===== src/rtl/m_stage.sv =====
// Memory-access stage: drives the data-memory request, formats load data and
// store lanes, stalls while memory is busy, and registers the write-back bundle.
module m_stage (
  input  logic        clk,
  input  logic        rst_n,
  input  logic [31:0] alu_result,
  input  logic [31:0] write_data,
  input  logic [6:0]  m_con_in,
  input  logic [5:0]  w_con_in,
  input  logic [4:0]  em_rs2,
  output logic [31:0] em_data,
  output logic        em_regfile_we,
  output logic [4:0]  em_rd,
  output logic        stall,
  output logic        dmem_req,
  output logic        dmem_we,
  output logic [31:0] dmem_addr,
  output logic [3:0]  dmem_be,
  output logic [31:0] dmem_wdata,
  input  logic        dmem_ready,
  input  logic [31:0] dmem_rdata,
  output logic [31:0] mw_data,
  output logic        mw_regfile_we,
  output logic [4:0]  mw_rd,
  output logic        misaligned
);

  localparam logic [0:0] S_IDLE = 1'b0;
  localparam logic [0:0] S_WAIT = 1'b1;

  logic [0:0]  state_q, state_d;
  logic [31:0] wdata_q, wdata_d;
  logic [31:0] mw_data_q, mw_data_d;
  logic        mw_we_q, mw_we_d;
  logic [4:0]  mw_rd_q, mw_rd_d;
  logic        mis_q, mis_d;

  logic        mem_rd, mem_wr, access, is_byte, is_half, misal_cond, fwd;
  logic [2:0]  f3;
  logic [1:0]  a;
  logic [31:0] st_src, lane_data, shifted, load_data;
  logic        unused_bits;

  assign unused_bits   = ^m_con_in[6:5];
  assign em_data       = alu_result;
  assign em_regfile_we = w_con_in[0];
  assign em_rd         = w_con_in[5:1];
  assign dmem_addr     = {alu_result[31:2], 2'b00};
  assign mw_data       = mw_data_q;
  assign mw_regfile_we = mw_we_q;
  assign mw_rd         = mw_rd_q;
  assign misaligned    = mis_q;

  always_comb begin
    mem_rd     = m_con_in[0];
    mem_wr     = m_con_in[1];
    f3         = m_con_in[4:2];
    a          = alu_result[1:0];
    access     = mem_rd | mem_wr;
    is_byte    = (f3[1:0] == 2'b00);
    is_half    = (f3[1:0] == 2'b01);
    misal_cond = access & ((is_half & a[0]) | (~is_byte & ~is_half & (a != 2'b00)));
    // Forward the value W is about to write when it is this store's rs2.
    fwd        = mem_wr & mw_we_q & (mw_rd_q == em_rs2) & (mw_rd_q != 5'd0);
    st_src     = fwd ? mw_data_q : write_data;
  end

  always_comb begin
    lane_data = st_src;
    dmem_be   = 4'b1111;
    if (is_byte) begin
      lane_data = {4{st_src[7:0]}};
      if (!mem_rd) dmem_be = 4'b0001 << a;
    end else if (is_half) begin
      lane_data = {2{st_src[15:0]}};
      if (!mem_rd) dmem_be = 4'b0011 << a;
    end
  end

  always_comb begin
    shifted   = dmem_rdata >> {a, 3'b000};
    load_data = dmem_rdata;
    if (is_byte)
      load_data = f3[2] ? {24'h0, shifted[7:0]} : {{24{shifted[7]}}, shifted[7:0]};
    else if (is_half)
      load_data = f3[2] ? {16'h0, shifted[15:0]} : {{16{shifted[15]}}, shifted[15:0]};
  end

  // Reset gates the request so an abandoned WAIT drops it at once.
  assign dmem_req   = rst_n & ((state_q == S_WAIT) | (access & ~misal_cond));
  assign dmem_we    = dmem_req & mem_wr & ~mem_rd;
  assign dmem_wdata = (state_q == S_WAIT) ? wdata_q : lane_data;
  assign stall      = dmem_req & ~dmem_ready;

  always_comb begin
    state_d = state_q;
    wdata_d = wdata_q;
    case (state_q)
      S_IDLE: if (dmem_req && !dmem_ready) begin
        state_d = S_WAIT;
        wdata_d = lane_data;
      end
      S_WAIT: if (dmem_ready) state_d = S_IDLE;
      default: state_d = S_IDLE;
    endcase
  end

  always_comb begin
    mw_data_d = mw_data_q;
    mw_rd_d   = mw_rd_q;
    mw_we_d   = 1'b0;
    mis_d     = 1'b0;
    if (!stall) begin
      mw_rd_d   = w_con_in[5:1];
      mw_we_d   = w_con_in[0] & ~misal_cond;
      mis_d     = misal_cond;
      mw_data_d = mem_rd ? load_data : alu_result;
    end
  end

  always_ff @(posedge clk or negedge rst_n) begin
    if (!rst_n) begin
      state_q   <= S_IDLE;
      wdata_q   <= 32'h0;
      mw_data_q <= 32'h0;
      mw_we_q   <= 1'b0;
      mw_rd_q   <= 5'd0;
      mis_q     <= 1'b0;
    end else begin
      state_q   <= state_d;
      wdata_q   <= wdata_d;
      mw_data_q <= mw_data_d;
      mw_we_q   <= mw_we_d;
      mw_rd_q   <= mw_rd_d;
      mis_q     <= mis_d;
    end
  end

endmodule


===== config.mk =====
export PLATFORM = sky130hd
export DESIGN_NAME = m_stage
export DESIGN_NICKNAME = d
export VERILOG_FILES = /design/src/rtl/m_stage.sv
export SDC_FILE = /design/constraint.sdc
export NUM_CORES = 1
export LEC_CHECK = 0
export ABC_AREA = 1
export ABC_CLOCK_PERIOD_IN_PS = 1800
export BUFFER_PORTS_ARGS = -buffer_cell sky130_fd_sc_hd__buf_4
export CAP_MARGIN = 20
export CORE_MARGIN = 1.5
export CORE_UTILIZATION = 43
export DETAILED_ROUTE_END_ITERATION = 7
export GPL_TIMING_DRIVEN = 0
export PLACE_DENSITY = 0.86
export SLEW_MARGIN = 20
export SYNTH_ARGS = -nofsm -noshare
export SYNTH_HDL_FRONTEND = slang
export SYNTH_SLANG_ARGS = --single-unit

===== constraint.sdc =====
create_clock -name clk -period 1.8 [get_ports clk]
set_input_delay 0.09 -clock clk [delete_from_list [all_inputs] [get_ports clk]]
set_output_delay 0.09 -clock clk [all_outputs]
set_load 0.01 [all_outputs]

# ---- After elaboration in Yosys (flattened, before gate mapping)
# Cells that the tools add are included.
# Widths: inputs -> output; s select.
dict set report word_totals {
  ramBits 0
  elab_cells 57
  latch_bits 0
  reg_bits 72
  inputBits 117
  output_inout_bits 148
  n_memories 0
  rom_bits 0
}
dict set report op_classes {
  n_lt_le_gt_ge 0
  n_addsub 0
  n_shift 3
  n_div 0
  eq_ne 2
  multipliers 0
  muxes 18
  n_reduce_logical 6
  bitwise 22
}
# op n
set op_table {}
lappend op_table {{$mux 32} 9}
lappend op_table {{$shr 32x5->16} 1}
lappend op_table {{$mux 4} 4}
lappend op_table {{$and 1x1->1} 13}
lappend op_table {{$not 1->1} 6}
lappend op_table {{$eq 5x5->1} 1}
lappend op_table {{$reduce_bool 5->1} 1}
lappend op_table {{$mux 1} 4}
lappend op_table {{$shl 1x2->4 const A} 1}
lappend op_table {{$shl 2x2->4 const A} 1}
lappend op_table {{$or 1x1->1} 3}
lappend op_table {{$eq 2x1->1 const B} 1}
lappend op_table {{$logic_not 2->1} 1}
lappend op_table {{$pmux 1 s2} 1}
lappend op_table {{$reduce_and 2->1} 1}
lappend op_table {{$reduce_bool 2->1} 1}
lappend op_table {{$logic_and 1x1->1} 1}
lappend op_table {{$logic_not 1->1} 1}

# ---- Longest topological paths before layout
dict set report depth {
  ltp_word 13
  ltp_mapped 13
  ltp_nobuf 12
}

# ---- Worst setup path before layout
# No wires, ideal clock.
dict set report synth_path {
  path_type {reg2out}
  start {register mw_rd_q[1], in the netlist mw_rd[1]}
  end {output dmem_wdata[10]}
  stages_incl_launch_ff 14
  arrival_time_ns 1.481
  path_slack_ns 0.229
  path_buffers 1
  t_required_ns 1.710
  cell_sequence {dfrtp_1 -> inv_1 -> nand2_1 -> nand2_1 -> inv_1 -> nand3_1 -> nor2_2 -> buf_2 -> nand3_1 -> nand2_1 -> nand2_1 -> nand2_1 -> nand2_1 -> o21ai_0}
}
dict set report synth_between {
  elab_chain_cells 7
  elab_cells_between_ends 8
  classes_between {eq/ne: 1; mux: 4; bitwise: 2; reduce/logical: 1}
}
# element line
set synth_lines {}
lappend synth_lines {{start, declared} 35} ;# logic [4:0] mw_rd_q, mw_rd_d;
lappend synth_lines {{start signal, assigned} 134} ;# mw_rd_q <= mw_rd_d;
lappend synth_lines {{$eq 5x5->1} 64} ;# fwd = mem_wr & mw_we_q & (mw_rd_q == em_rs2) & (mw_rd_q != 5'd0);
lappend synth_lines {{$and 1x1->1} 64}
lappend synth_lines {{$and 1x1->1 (*)} 64}
lappend synth_lines {{$mux 32 (*)} 65} ;# st_src = fwd ? mw_data_q : write_data;
lappend synth_lines {{$mux 32} 74} ;# end else if (is_half) begin
lappend synth_lines {{$mux 32 (*)} 71} ;# if (is_byte) begin
lappend synth_lines {{$mux 32 (*)} 92} ;# assign dmem_wdata = (state_q == S_WAIT) ? wdata_q : lane_data;
lappend synth_lines {{end, declared} 19} ;# output logic [31:0] dmem_wdata,
# Mark *: on every way between the ends. The rest lies on a longest branch, timed or not.

# ---- Worst setup path after layout
dict set report layout_path {
  start {register mw_rd_q[3], in the netlist mw_rd[3]}
  end {output dmem_wdata[24]}
}
# The elaborated chain is that of the path after synthesis.

==> impl_metrics.json <==
{
  "ant_nets": 0,
  "finalSetupViolCount": 57,
  "hold_class": "in -> async",
  "area_growth_pct": 64.34,
  "ctsHoldBuffers": 5,
  "cts_tree": "yes",
  "drt_iter0_markers": 909,
  "dieWidth_um": 117.8,
  "reg2reg_depth": 14,
  "n_antenna_cell": 0,
  "row_count": 41,
  "synth.area.top_cells": "dfrtp_1 32%, nand2_1 20%, buf_4 9.7%",
  "grt_pass1_wl_um": 35910,
  "syn_avg_cell_area_um2": 6.435,
  "dp_slack_ns": -0.3228,
  "synth_top_area_share_pct": 31.82,
  "cp-startpoint": "mw_rd[3]",
  "final.min_clock_period_ns": 2.374,
  "max_stage_delay_ns": 0.46,
  "hold_viol": 72,
  "synth_seq_cells": 72,
  "violations": "hold timing, setup timing",
  "holdWs_ns": -0.2255,
  "core-area_um2": 12720,
  "synth_cell_type_count": 34,
  "clk-insertion-delay-late_ns": 0.35,
  "clock_tree.root_cell": "clkbuf_16",
  "die_area_um2": 13870,
  "port_buffers": 259,
  "worst_pin_slew_ns": 0.9071,
  "start_kind": "flop",
  "syn_inst": 880,
  "synthesis.area_um2": 5663,
  "cts.sinks": 72,
  "critPathCaptureType": "primary output",
  "antenna_found_initial": 0,
  "seq_area_frac_synth_pct": 31.82,
  "start_util_pct": 44.51,
  "slowest_stage": "dfrtp_2",
  "worstPathArrival_ns": 2.28,
  "drv_cap": 0,
  "synth_top_area_cell": "dfrtp_1",
  "crit_chain": "inv_2 > nand2_1 > nand2_1 > nand3_2 > nor2_4 > buf_12 > buf_8 > nand3_2 > nand3_2 > nand3_2 > nand2_1 > nand2_1 > buf_4",
  "dp_hpwl_um": 16920,
  "clock_skew_ns": 0.009488,
  "grt_pass1_vias": 7093,
  "yosys_warnings": 0,
  "fmax_mhz": 421.2,
  "dr.pass1.iters": 6,
  "drv_slew": 0,
  "fin_ws_ns": -0.5742,
  "drt_wl_total_um": 25340,
  "path_clk_slew_ns": 0.06,
  "dieHeight_um": 117.8,
  "timing.rr.start": "mw_rd[3]",
  "rsz0062_at_grt": "yes",
  "drive_above_1_share_pct": 47.54,
  "htreeDepth": 3,
  "grt_overflow": 0,
  "grt_max_degree": 75,
  "ys.flop_type": "dfrtp_1",
  "ctsLongestPathBuffers": 2,
  "gp_congestion": 0.9538,
  "synth_edf_count": 0,
  "fin_nets": 1313,
  "p_leak_nw": 4.944,
  "relSlewSlack_pct": 39.53,
  "drcViolationCount": 0,
  "via_per_inst": 5.532,
  "wl_per_cell_um": 18.51,
  "peakVddDrop_v": 0.0004763,
  "cts_buffers": 9,
  "async_flop_share_pct": 100.0,
  "io_pins": 265,
  "track_usage_pct": 32.46,
  "cp.required_ns": 1.71,
  "criticalPathCategory": "reg -> out",
  "crit_fanout": 7,
  "final.period_utilization_pct": 131.9,
  "p_per_area_nw_per_um2": 709.2,
  "status": "finished, violations left",
  "vias": 7573
}
[cell usage after synthesis, types with 2 or more instances]
cell type  number
a21oi_1        16
a31oi_1         5
buf_1           2
buf_2          17
buf_4          73
buf_6           5
clkbuf_1       23
dfrtp_1        72
ha_1            4
inv_1          77
inv_2           5
inv_4           2
nand2_1       302
nand2_4         2
nand3_1        92
nand3_2         2
nand3b_1        5
nand4_1         2
nor2_1         41
nor3_1          2
o211ai_1       12
o21ai_0        73
o21ai_1        24
o22ai_1        12
[per-stage QoR]
| stage | power [mW] | util [%] | setup TNS (ns) | instances | cell area (um2) |
|---|---|---|---|---|---|
| floorplan | 3.162 | - | 0 | 881 | 5667 |
| detailed placement | 4.201 | 61.52 | -14.60 | 1312 | 7826 |
| finish | 6.600 | 73.15 | -17.41 | 1369 | 9306 |
| CTS | 6.289 | 68.84 | -11.09 | 1359 | 8758 |
| global route | 6.840 | 73.15 | -21.40 | 1369 | 9306 |
| global placement | 4.150 | 61.52 | -12.34 | 1312 | 7826 |
[layout make-up]
cell class | instances | area, um2
Inverter | 85 | 326.6
Fill cell | 967 | 3416
Multi-Input combinational cell | 604 | 3386
Timing Repair Buffer | 301 | 2409
Tap cell | 172 | 215.2
Clock inverter | 6 | 92.59
Sequential cell | 72 | 1807
Clock buffer | 10 | 229.0
Buffer | 119 | 842.1
[sequential cells by signal, summed over array words and instances (netlist names)]
name and cells:
state_q 1, mw_regfile_we 1, wdata_q 32, mw_data 32
misaligned 1, mw_rd 5
[worst paths after layout]
| check | to | slack, ns |
|---|---|---|
| worst min-delay path | mw_rd[2] | -0.23 |
| max in group asynchronous | mw_rd[1] | 1.50 |
| worst max register to register | wdata_q[23] | -0.28 |
| min in group clk | state_q | 0.03 |
| worst max-delay path | dmem_wdata[24] | -0.57 |
| worst min register to register | wdata_q[25] | 0.49 |
[repair_timing]
action                                 in CTS  in global routing
pin swaps                                  27                 47
endpoints found under the hold margin      77                 72
cloned                                      3                  1
gates resized for setup                   110                125
setup buffers                              24                 16
setup endpoints to repair                  74                 73
[cells in the final DEF (no fill, tap or decap), drive strengths merged, types with 13 or more instances in the layout]
cell    count
o21ai      99
o22ai      13
inv        85
nand3      95
nor2       43
clkbuf     32
buf       393
dfrtp      72
a21oi      16
nand2     305
[power by group]
part / switching, mW / leakage (nW) / internal, mW
sequential: 0.214 / 0.870 / 1.92
combinational: 1.35 / 3.92 / 1.12
clock: 0.768 / 0.155 / 1.22
[layer usage]
metal	GRT usage [%]	vias up	share of wire, %
met5	0	-	0
met4	17.68	0	6.0
met3	6.589	143	9.5
met2	52.92	580	47
met1	40.31	3473	37
li1	-	3377	-
[critical path, delay by kind of cell (launching register included)]
| kind | cells | cell delay [ns] |
|---|---|---|
| buffers and inverters | 4 | 0.54 |
| and+or+nand+nor | 9 | 0.94 |
| DFF | 1 | 0.46 |
[kinds of logic (layout without fill, tap and decap cells)]
kind of cell	after synthesis	after routing	synth area share, %
compound gates	146	146	14.27
fa+ha+maj	4	4	0.8838
buf+inv	205	521	19.55
flops	72	72	31.82
other cells	1	2	0.06622
simple gates	452	452	33.41
(Power assumes the default switching activity.)
